$ cat src/rtl/tx_client_arbiter.sv
// Round-robin arbiter sharing one Tx port among NCLI clients: latches the winner's
// length, routes ack/strobe/warn to the winner only, and muxes its data byte.
module tx_client_arbiter #(
    parameter int NCLI     = 3,
    parameter int jumbo_dw = 14,
    parameter int GAP      = 4,
    parameter int TMO_W    = 16
) (
    input  logic                     clk,
    input  logic                     rst,
    input  logic [NCLI-1:0]          req,
    input  logic [NCLI*jumbo_dw-1:0] length,
    input  logic [NCLI*8-1:0]        data_in,
    output logic [NCLI-1:0]          ack,
    output logic [NCLI-1:0]          strobe,
    output logic [NCLI-1:0]          warn,
    output logic                     req_m,
    output logic [jumbo_dw-1:0]      length_m,
    output logic [7:0]               data_m,
    input  logic                     ack_m,
    input  logic                     strobe_m,
    input  logic                     warn_m,
    output logic [NCLI-1:0]          active,
    output logic [7:0]               timeouts
);
    localparam int PW = $clog2(NCLI);
    localparam int GW = (GAP > 1) ? $clog2(GAP) : 1;

    typedef enum logic [1:0] {IDLE, GRANT, BUSY, HOLD} state_t;

    state_t               state_reg;
    logic [PW-1:0]        ptr_reg;
    logic [PW-1:0]        win_reg;
    logic [NCLI-1:0]      active_reg;
    logic                 req_m_reg;
    logic [jumbo_dw-1:0]  length_m_reg;
    logic [jumbo_dw-1:0]  bcnt_reg;
    logic [TMO_W-1:0]     wd_reg;
    logic [GW-1:0]        gcnt_reg;
    logic [7:0]           timeouts_reg;

    logic [jumbo_dw-1:0]  len_arr [NCLI];
    logic [7:0]           dat_arr [NCLI];

    logic                 found;
    logic [PW-1:0]        win_next;
    logic [PW:0]          sum;
    logic [PW-1:0]        ptr_next;
    logic [jumbo_dw-1:0]  last_byte;
    logic [TMO_W-1:0]     wd_inc;
    logic                 timeout;
    logic                 done;
    logic                 in_grant;
    logic                 in_busy;

    assign in_grant = (state_reg == GRANT);
    assign in_busy  = (state_reg == BUSY);

    // Strobes are only meaningful once the Tx port has accepted, so in GRANT
    // they are forwarded only on the ack_m cycle (where they count as byte 0).
    for (genvar gi = 0; gi < NCLI; gi++) begin : g_cli
        assign len_arr[gi] = length[gi*jumbo_dw +: jumbo_dw];
        assign dat_arr[gi] = data_in[gi*8 +: 8];
        assign ack[gi]     = active_reg[gi] & ack_m & in_grant;
        assign strobe[gi]  = active_reg[gi] & strobe_m & (in_busy | (in_grant & ack_m));
        assign warn[gi]    = active_reg[gi] & warn_m & (in_busy | in_grant);
    end

    always_comb begin
        found    = 1'b0;
        win_next = '0;
        sum      = '0;
        for (int k = 0; k < NCLI; k++) begin
            sum = {1'b0, ptr_reg} + (PW+1)'(k);
            if (sum >= (PW+1)'(NCLI))
                sum = sum - (PW+1)'(NCLI);
            if (!found && req[sum[PW-1:0]]) begin
                found    = 1'b1;
                win_next = sum[PW-1:0];
            end
        end
    end

    always_comb begin
        data_m = '0;
        for (int i = 0; i < NCLI; i++)
            if (active_reg[i])
                data_m = data_m | dat_arr[i];
    end

    assign ptr_next  = (win_reg == PW'(NCLI-1)) ? '0 : win_reg + 1'b1;
    assign last_byte = (length_m_reg == '0) ? '0 : length_m_reg - 1'b1;
    assign wd_inc    = wd_reg + 1'b1;
    assign timeout   = in_busy & ~strobe_m & (wd_inc == '1);
    assign done      = (in_grant & ack_m & strobe_m & (last_byte == '0))
                     | (in_busy & strobe_m & (bcnt_reg == last_byte))
                     | timeout;

    always_ff @(posedge clk) begin
        if (rst) begin
            state_reg    <= IDLE;
            ptr_reg      <= '0;
            win_reg      <= '0;
            active_reg   <= '0;
            req_m_reg    <= 1'b0;
            length_m_reg <= '0;
            bcnt_reg     <= '0;
            wd_reg       <= '0;
            gcnt_reg     <= '0;
            timeouts_reg <= '0;
        end else begin
            case (state_reg)
                IDLE: begin
                    if (found) begin
                        win_reg      <= win_next;
                        active_reg   <= {{(NCLI-1){1'b0}}, 1'b1} << win_next;
                        length_m_reg <= len_arr[win_next];
                        req_m_reg    <= 1'b1;
                        state_reg    <= GRANT;
                    end
                end
                GRANT: begin
                    if (ack_m) begin
                        req_m_reg <= 1'b0;
                        wd_reg    <= '0;
                        bcnt_reg  <= strobe_m ? jumbo_dw'(1) : '0;
                        state_reg <= BUSY;
                    end
                end
                BUSY: begin
                    if (strobe_m) begin
                        wd_reg   <= '0;
                        bcnt_reg <= bcnt_reg + 1'b1;
                    end else begin
                        wd_reg <= wd_inc;
                        if (timeout && timeouts_reg != 8'hFF)
                            timeouts_reg <= timeouts_reg + 1'b1;
                    end
                end
                HOLD: begin
                    if (gcnt_reg == GW'(GAP-1)) begin
                        gcnt_reg  <= '0;
                        state_reg <= IDLE;
                    end else begin
                        gcnt_reg <= gcnt_reg + 1'b1;
                    end
                end
                default: state_reg <= IDLE;
            endcase
            // Completion or watchdog abort overrides the per-state updates above.
            if (done) begin
                state_reg  <= HOLD;
                active_reg <= '0;
                ptr_reg    <= ptr_next;
                gcnt_reg   <= '0;
            end
        end
    end

    assign req_m    = req_m_reg;
    assign length_m = length_m_reg;
    assign active   = active_reg;
    assign timeouts = timeouts_reg;

endmodule

$ cat config.mk
export PLATFORM = sky130hd
export DESIGN_NAME = tx_client_arbiter
export DESIGN_NICKNAME = d
export VERILOG_FILES = /design/src/rtl/tx_client_arbiter.sv
export SDC_FILE = /design/constraint.sdc
export NUM_CORES = 1
export LEC_CHECK = 0
export BUFFER_PORTS_ARGS = -buffer_cell sky130_fd_sc_hd__buf_2
export CORE_MARGIN = 2
export CORE_UTILIZATION = 35
export DETAILED_ROUTE_END_ITERATION = 8
export HOLD_SLACK_MARGIN = 0.1
export PLACE_DENSITY = 0.57
export SLEW_MARGIN = 40
export SYNTH_ARGS = -nofsm -noshare
export SYNTH_HDL_FRONTEND = slang
export SYNTH_SLANG_ARGS = --single-unit
$ cat constraint.sdc
create_clock -name clk -period 3.7 [get_ports clk]
set_input_delay 0.37 -clock clk [delete_from_list [all_inputs] [get_ports clk]]
set_output_delay 0.37 -clock clk [all_outputs]
set_load 0.05 [all_outputs]
# Yosys cells after proc, flatten, opt, wreduce, memory -nomap -nowiden
# Index checks and enable logic that the tools add are counted.
[op_classes] addsub=11 order_cmp=7 n_eq_ne=14 shift=1 mux=39 bitwise_logic=33 reduce_logical=18
[op_table] operator="14-bit 2-to-1 mux" count=5
[op_table] operator="16-bit 2-to-1 mux" count=2
[op_table] operator="16-bit one-hot mux with 2 select lines" count=1
[op_table] operator="14-bit binary-select mux with 2-bit select" count=1
[op_table] operator="14-bit logical NOT" count=2
[op_table] operator="14-bit one-hot mux with 2 select lines" count=1
[op_table] operator="1-bit bitwise AND" count=25
[op_table] operator="2-bit 2-to-1 mux" count=12
[op_table] operator="8-bit 2-to-1 mux" count=3
[op_table] operator="16-bit by 1-bit adder with 16-bit output, second input constant" count=1
[op_table] operator="16-bit equality test, second input constant" count=1
[op_table] operator="8-bit bitwise OR" count=2
[op_table] operator="14-bit by 1-bit adder with 14-bit output, second input constant" count=1
[op_table] operator="14-bit equality test" count=1
[op_table] operator="14-bit by 1-bit subtractor with 14-bit output, second input constant" count=1
[op_table] operator="2-bit by 3-bit less-than comparator with 1-bit output, second input constant" count=3
[op_table] operator="1-bit 2-to-1 mux" count=9
[op_table] operator="3-bit != test, second input constant" count=3
[op_table] operator="3-bit AND reduction" count=3
[op_table] operator="8-bit by 1-bit adder with 8-bit output, second input constant" count=1
[op_table] operator="2-bit equality test, second input constant" count=4
[op_table] operator="8-bit != test, second input constant" count=1
[op_table] operator="1-bit binary-select mux with 2-bit select" count=3
[op_table] operator="3-bit by 2-bit greater-or-equal comparator with 1-bit output, second input constant" count=2
[op_table] operator="22 further kinds" count=35
[word_totals] reg_bits=64 out_inout_bits=43

# Longest topological paths before layout
# Gate-level depths: netlist of run 1.
[depth] depth_word=15 ltp_mapped=12 depth_no_buf=10

# Least setup slack after synthesis of run 1
# OpenSTA, ideal clock, no wires.
[synth_timing] path_kind="flip-flop to flip-flop" from="register length_m_reg[0], in the netlist length_m[0]" to="register ptr_reg[0]" setup_ns=0.128 arrival_ns=3.193 t_required_ns=3.572 path_slack_ns=0.380 path_stages_with_launch=13 synth_period_minus_slack_ns=3.320 cell_sequence="dfxtp_1 > buf_6 > inv_1 > ha_1 > or4b_4 > buf_6 > a2111oi_0 > a21oi_1 > xnor2_1 > a2111o_1 > o41ai_4 > mux2i_1 > nor2_1"
[synth_between] elab_chain_cells=6 word_cells_on_any_way=9 classes_between="add/sub: 1; eq/ne: 1; mux: 1; bitwise: 4; reduce/logical: 2"
[synth_lines] element="start, declared" line_no="36" source="logic [jumbo_dw-1:0] length_m_reg;"
[synth_lines] element="start signal, assigned" line_no="117" source="length_m_reg <= len_arr[win_next];"
[synth_lines] element="14-bit by 1-bit subtractor with 14-bit output or 14-bit logical NOT (tied branches)" line_no="92" source="assign last_byte = (length_m_reg == '0) ? '0 : length_m_reg - 1'b1;"
[synth_lines] element="14-bit 2-to-1 mux *" line_no="92"
[synth_lines] element="14-bit equality test or 14-bit logical NOT (tied branches)" line_no="96, 95"
[synth_lines] element="1-bit bitwise AND (on tied branches)" line_no="96, 95"
[synth_lines] element="1-bit bitwise OR *" line_no="96" source="| (in_busy & strobe_m & (bcnt_reg == last_byte))"
[synth_lines] element="1-bit bitwise OR *" line_no="97" source="| timeout;"
[synth_lines] element="end signal, assigned" line_no="154" source="ptr_reg <= ptr_next;"
[synth_lines] element="end, declared" line_no="32" source="logic [PW-1:0] ptr_reg;"
# Mark *: on every way between the ends. The rest lies on a longest branch, timed or not.
# A chain may end at the register's enable or synchronous reset.

# Worst setup path after layout of run 1
# Ends and elaborated chain as after synthesis.

==> flow_summary.json, run 1 <==
{
  "synth-seq-area-share_pct": 28.3,
  "synth_fa_ha_area_share_pct": 3.76,
  "antenna_found_initial": 0,
  "dpl.hpwl_um": 9180,
  "die-area_um2": 13900,
  "synth_compound_gate_area_share_pct": 22.2,
  "synth-main-ff-cell": "dfxtp_1",
  "drtIter0Drc": 288,
  "grt_remaining_overflow": 0,
  "place_area_um2": 5220,
  "synthMuxAreaShare_pct": 4.92,
  "worstPathArrival_ps": 3460,
  "synth_seq_cells": 64,
  "crit_type": "register to register",
  "synth_cells": 602,
  "die_w_um": 118,
  "cpMaxStageDelayCell": "nor4b_2",
  "cts_hold_buffers": 0,
  "post-cts-setup-buffers": 0,
  "clkSinkCount": 64,
  "dieHeight_um": 118,
  "ys_warn_count": 0,
  "fin_skew_ps": 6.50,
  "cts.repair.resized": 0,
  "synth_edf_count": 0,
  "fin_area_um2": 5570,
  "p_per_area_nw_per_um2": 573,
  "synth_xor_area_share_pct": 5.14,
  "drive_above_1_share_pct": 22.0,
  "area_growth_syn_to_layout_pct": 23.0,
  "status": "completed",
  "drc_errors": 0,
  "crit_chain": "inv_1 > ha_1 > nor4b_2 > nand4_1 > mux2i_1 > o2111ai_1 > a2111o_1 > o41ai_4 > mux2i_1 > nor2_1",
  "cp-startpoint": "length_m[0]",
  "via_count": 4763,
  "gp_congestion": 0.966,
  "ys_types": 72,
  "firstDrtPassIters": 5,
  "synth_nets": 688,
  "antenna_left": 0,
  "cts_buffers": 9,
  "coreArea_um2": 12600,
  "hp-start": "strobe_m",
  "drv_slew": 0,
  "drv_cap": 0,
  "grt_start_max_net_pins": 52,
  "crit_buf_inv": 1,
  "routedWlPerCell_um": 14.1,
  "htreeDepth": 3,
  "clock_latency_ps": 330,
  "fmax_mhz": 307,
  "grt_use_total_pct": 18.2,
  "nFillCells": 1289,
  "cpLargestDelayFamily": "compound AO/OA/AOI/OAI gates",
  "reg2reg_from": "length_m[0]",
  "clkTransAtPathRegs_ps": 60,
  "fin_setup_tns_ps": 0,
  "netlist_area_um2": 4530,
  "cp-start-kind": "register",
  "cpMostUsedCell": "mux2i_1",
  "fin_crit_sh_pct": 88.0,
  "port_buffers": 116,
  "diodes": 0,
  "ios": 117,
  "hold_class": "input pin to register",
  "worstSetupEndpointType": "register",
  "async_flop_share_pct": 0,
  "viasPerCell": 5.42,
  "grt_pass1_vias": 4599,
  "period_minus_slack_ps": 3250,
  "grt_pass1_wl_um": 21300,
  "cellLeakagePower_nw": 2.39,
  "drt-total-wl_um": 12400,
  "crit_fanout": 10,
  "rsz0062_at_grt": "false",
  "peakVddDrop_mv": 0.254,
  "avgSynthCellArea_um2": 7.52,
  "setup_viol": 0,
  "worstMarginPinSlew_ps": 840,
  "placementRows": 41,
  "initial_core_util_pct": 35.9,
  "ctsRootBufferMaster": "clkbuf_16",
  "largest_reg_flops": 16,
  "hold_viol": 0,
  "required_ps": 3900,
  "slew_headroom_pct": 43.8,
  "synth_top_family_by_area": "simple AND/OR/NAND/NOR gates",
  "cts_tree": "done",
  "slowest_delay_ps": 460,
  "nets": 787,
  "cts_buffer_depth": 2,
  "synthSimpleGateAreaFrac_pct": 29.7
}
[final cells by class]
| cell class | count | area, µm² | share of cell area [%] |
|---|---|---|---|
| Clock buffer | 10 | 239 | 4.29 |
| Clock inverter | 6 | 115 | 2.07 |
| Inverter | 26 | 97.6 | 1.75 |
| Multi-Input combinational cell | 475 | 2980 | 53.4 |
| Sequential cell | 64 | 1280 | 23.0 |
| Tap cell | 172 | 215 | 3.86 |
| Timing Repair Buffer | 125 | 648 | 11.6 |
[path summary, 6_finish.rpt]
| path | end | slack [ps] | cells past startpoint |
|---|---|---|---|
| setup / recovery | ptr_reg[0] | 450 | 10 |
| hold / removal | bcnt_reg[0] | 390 | 3 |
| setup reg to reg | ptr_reg[0] | 450 | 10 |
| hold reg to reg | win_reg[0] | 480 | 2 |
[synth_stat cells (all sizes together) (9+ instances only)]
library cell / count / area (µm²)
and3: 11 / 68.8
dfxtp: 64 / 1280
nand2: 81 / 304
clkbuf: 30 / 113
a222oi: 9 / 90.1
mux2i: 20 / 200
nand4: 13 / 81.3
nor4: 10 / 77.6
a21oi: 43 / 215
ha: 12 / 150
nor3: 17 / 96.4
xor2: 13 / 114
nand3: 21 / 105
o21ai: 43 / 215
xnor2: 11 / 96.3
nor2: 57 / 214
inv: 26 / 97.6
[tightest hold or removal path, delay by kind of cell]
family          cells  cell delay (ps)
compound gates      2              150
buf+inv             1              150
[metal layers]
metal	wire, µm	GRT usage, %	up-vias
li1	-	-	2387
met1	5640	23.3	2187
met2	5820	30.5	163
met3	642	3.00	26
met4	272	7.15	0
met5	0	0	-
[power by group]
part	switching [W]	internal, W	total (W)
combinational	0.000863	0.000453	0.00132
clock	0.000325	0.000680	0.00101
sequential	0.000125	0.000749	0.000874
[cells in the final DEF (no fill, tap or decap), types with 4 or more instances in the layout]
master       n
ha_1        12
buf_2      116
mux2i_1     20
a21oi_1     43
o21a_1       4
or4_1        4
xor2_1      13
xnor2_1     11
a311oi_1     6
a222oi_1     9
and3_1      11
nor3b_1      4
nor2b_1      5
nor2_1      57
nand2_1     81
nand2b_1     7
and2_1       5
a31oi_1      5
o21ai_0     41
dfxtp_1     64
nand3_1     21
buf_4        9
nand4_1     13
or3_1        7
nor3_1      16
inv_1       26
clkbuf_16    9
nor4_1       9
[logic make-up (layout without fill, tap and decap cells)]
| group | after synthesis | after routing |
|---|---|---|
| and+or+nand+nor | 263 | 263 |
| AOI/OAI and AO/OA | 151 | 151 |
| buffers and inverters | 63 | 167 |
| adders and majority gates | 14 | 14 |
| DFF | 64 | 64 |
| xor gates and xnor gates | 25 | 25 |
| muxes | 22 | 22 |
[metrics by stage]
stage,util [%],setup WS [ps],hold WS (ps),cells,power [W]
after floorplan,-,380,445,602,0.00190
after global placement,41.3,663,454,862,0.00219
after detailed placement,41.3,550,466,862,0.00219
after CTS,44.2,515,372,878,0.00321
after global routing,44.2,116,426,878,0.00340
final,44.2,446,385,878,0.00320
Power figures use the tool's default switching activity.
==> inputs of run 2 (changes only) <==
--- a/config.mk
+++ b/config.mk
@@ -7,10 +7,10 @@
 export LEC_CHECK = 0
 export BUFFER_PORTS_ARGS = -buffer_cell sky130_fd_sc_hd__buf_2
 export CORE_MARGIN = 2
-export CORE_UTILIZATION = 35
+export CORE_UTILIZATION = 43
 export DETAILED_ROUTE_END_ITERATION = 8
 export HOLD_SLACK_MARGIN = 0.1
-export PLACE_DENSITY = 0.57
+export PLACE_DENSITY = 0.67
 export SLEW_MARGIN = 40
 export SYNTH_ARGS = -nofsm -noshare
 export SYNTH_HDL_FRONTEND = slang
==> flow_summary.json, run 2 (synthesis results as in run 1) <==
{
  "dieHeight_um": 107,
  "reg2reg_from": "length_m[0]",
  "drtIter0Drc": 305,
  "gp_congestion": 0.929,
  "hp-start": "strobe_m",
  "drv_slew": 0,
  "required_ps": 3920,
  "rsz0062_at_grt": "false",
  "slew_headroom_pct": 52.2,
  "crit_fanout": 10,
  "drv_cap": 0,
  "grt_pass1_wl_um": 20700,
  "diodes": 0,
  "status": "completed",
  "drc_errors": 0,
  "highest_layer": "met4",
  "clkSinkCount": 64,
  "routedWlPerCell_um": 14.6,
  "drt-total-wl_um": 12300,
  "fin_crit_sh_pct": 89.3,
  "holdPathStages": 3,
  "crit_chain": "inv_1 > ha_1 > or4b_4 > nor4_1 > a21oi_1 > o311a_1 > o41ai_4 > mux2i_1 > nor2_1",
  "cellLeakagePower_nw": 2.32,
  "via_count": 4760,
  "grt_pass1_vias": 4451,
  "final_cell_mix": "buf_2, nand2_1, dfxtp_1",
  "fin_area_um2": 5380,
  "cts_buffer_depth": 2,
  "drive_above_1_share_pct": 21.8,
  "cts.repair.resized": 0,
  "placementRows": 37,
  "die-area_um2": 11400,
  "p_seq_share_pct": 31.1,
  "grt_remaining_overflow": 0,
  "dpl.hpwl_um": 9140,
  "worstMarginPinSlew_ps": 717,
  "peakVddDrop_mv": 0.335,
  "fin_ws_ps": 396,
  "fin_skew_ps": 9.59,
  "crit_type": "register to register",
  "switching_share_pct": 44.7,
  "cpMaxStageDelayCell": "o41ai_4",
  "firstDrtPassIters": 5,
  "nets": 788,
  "coreArea_um2": 10300,
  "worstSetupEndpointType": "register",
  "grt_start_max_net_pins": 52,
  "area_growth_syn_to_layout_pct": 18.8,
  "cts_tree": "done",
  "reg2reg_to": "ptr_reg[1]",
  "combPwrFrac_pct": 47.0,
  "port_buffers": 116,
  "grt_use_total_pct": 22.1,
  "antenna_left": 0,
  "slowest_delay_ps": 620,
  "initial_core_util_pct": 44.1,
  "clock_latency_ps": 350,
  "dp_worst_setup_slack_ps": 457,
  "r2r_setup_slack_ps": 400,
  "hold_viol": 0,
  "setup_viol": 0,
  "clkTransAtPathRegs_ps": 70,
  "place_area_um2": 5180,
  "final_common_cell": "buf_2",
  "wl_met2_um": 5740,
  "period_minus_slack_ps": 3300,
  "viasPerCell": 5.65,
  "fmax_mhz": 303,
  "largest_reg_flops": 16,
  "ctsRootBufferMaster": "clkbuf_8",
  "reg2reg_depth": 9,
  "final_util_pct": 52.3,
  "htreeDepth": 3,
  "hold-path-endpoint": "bcnt_reg[1]",
  "cp-start-kind": "register",
  "ios": 117,
  "cts_buffers": 9,
  "nFillCells": 1052,
  "wl_met3_um": 554,
  "worstPathArrival_ps": 3520,
  "p_int_w": 0.00155,
  "antenna_found_initial": 0,
  "fin_setup_tns_ps": 0,
  "wl_met1_um": 5720,
  "p_per_area_nw_per_um2": 522,
  "die_w_um": 107,
  "hold_class": "input pin to register",
  "post-cts-setup-buffers": 0,
  "power.switching_w": 0.00126,
  "power_frac_clock_pct": 21.9,
  "cts_hold_buffers": 0
}
run 2: cell count changes in the layout (fill, tap and decap cells not counted), sizes merged:
cell | before | now
clkbuf | 10 | 13
bufinv | 3 | 1
buf | 125 | 126
clkinvlp | 1 | 0
inv | 27 | 26
run 2: layout make-up:
| class | count | area, µm² | area share (%) |
|---|---|---|---|
| inverters | 26 | 97.6 | 1.81 |
| well taps | 136 | 170 | 3.16 |
| clock buffers | 13 | 159 | 2.95 |
| repair buffers | 126 | 656 | 12.2 |
| flip-flops and latches | 64 | 1280 | 23.8 |
| multi-input cells | 475 | 2980 | 55.3 |
| clock inverters | 2 | 38.8 | 0.721 |
run 2: worst max-delay path: cells and delay by family (launching register included):
kind	cells	cell delay, ps
simple gates	3	1160
compound gates	3	1040
flops	1	390
fa+ha+maj	1	250
mux	1	250
buf+inv	1	90
run 2: metrics by stage:
step	hold WS, ps	instances	power [W]
6_report	374	842	0.00281
5_1_grt	386	842	0.00301
2_1_floorplan	445	602	0.00190
4_1_cts	356	842	0.00282
3_5_place_dp	481	827	0.00220
3_3_place_gp	455	827	0.00219
run 2: how the worst max path moves through the flow:
stage,from,end,slack [ps],cells after the start
global placement,length_m[0],ptr_reg[0],570,9
finish,length_m[0],ptr_reg[1],400,9
floorplan,length_m[0],ptr_reg[0],380,12
detailed placement,length_m[0],ptr_reg[1],460,9
global route,length_m[0],ptr_reg[1],220,10
CTS,length_m[0],ptr_reg[1],440,9
run 2: layer usage:
metal  track usage, %  vias up
li1                 -     2401
met1             29.6     2211
met2             35.4      123
met3             4.19       25
met4             8.26        0
met5                0        -
run 2: power by group through the flow:
stage                     sequential, W  combinational, W  clock (W)
after global routing           0.000891           0.00145   0.000666
final                          0.000873           0.00132   0.000614
after CTS                      0.000872           0.00132   0.000629
after global placement         0.000880           0.00131          0
after detailed placement       0.000887           0.00131          0
after floorplan                0.000971          0.000929          0
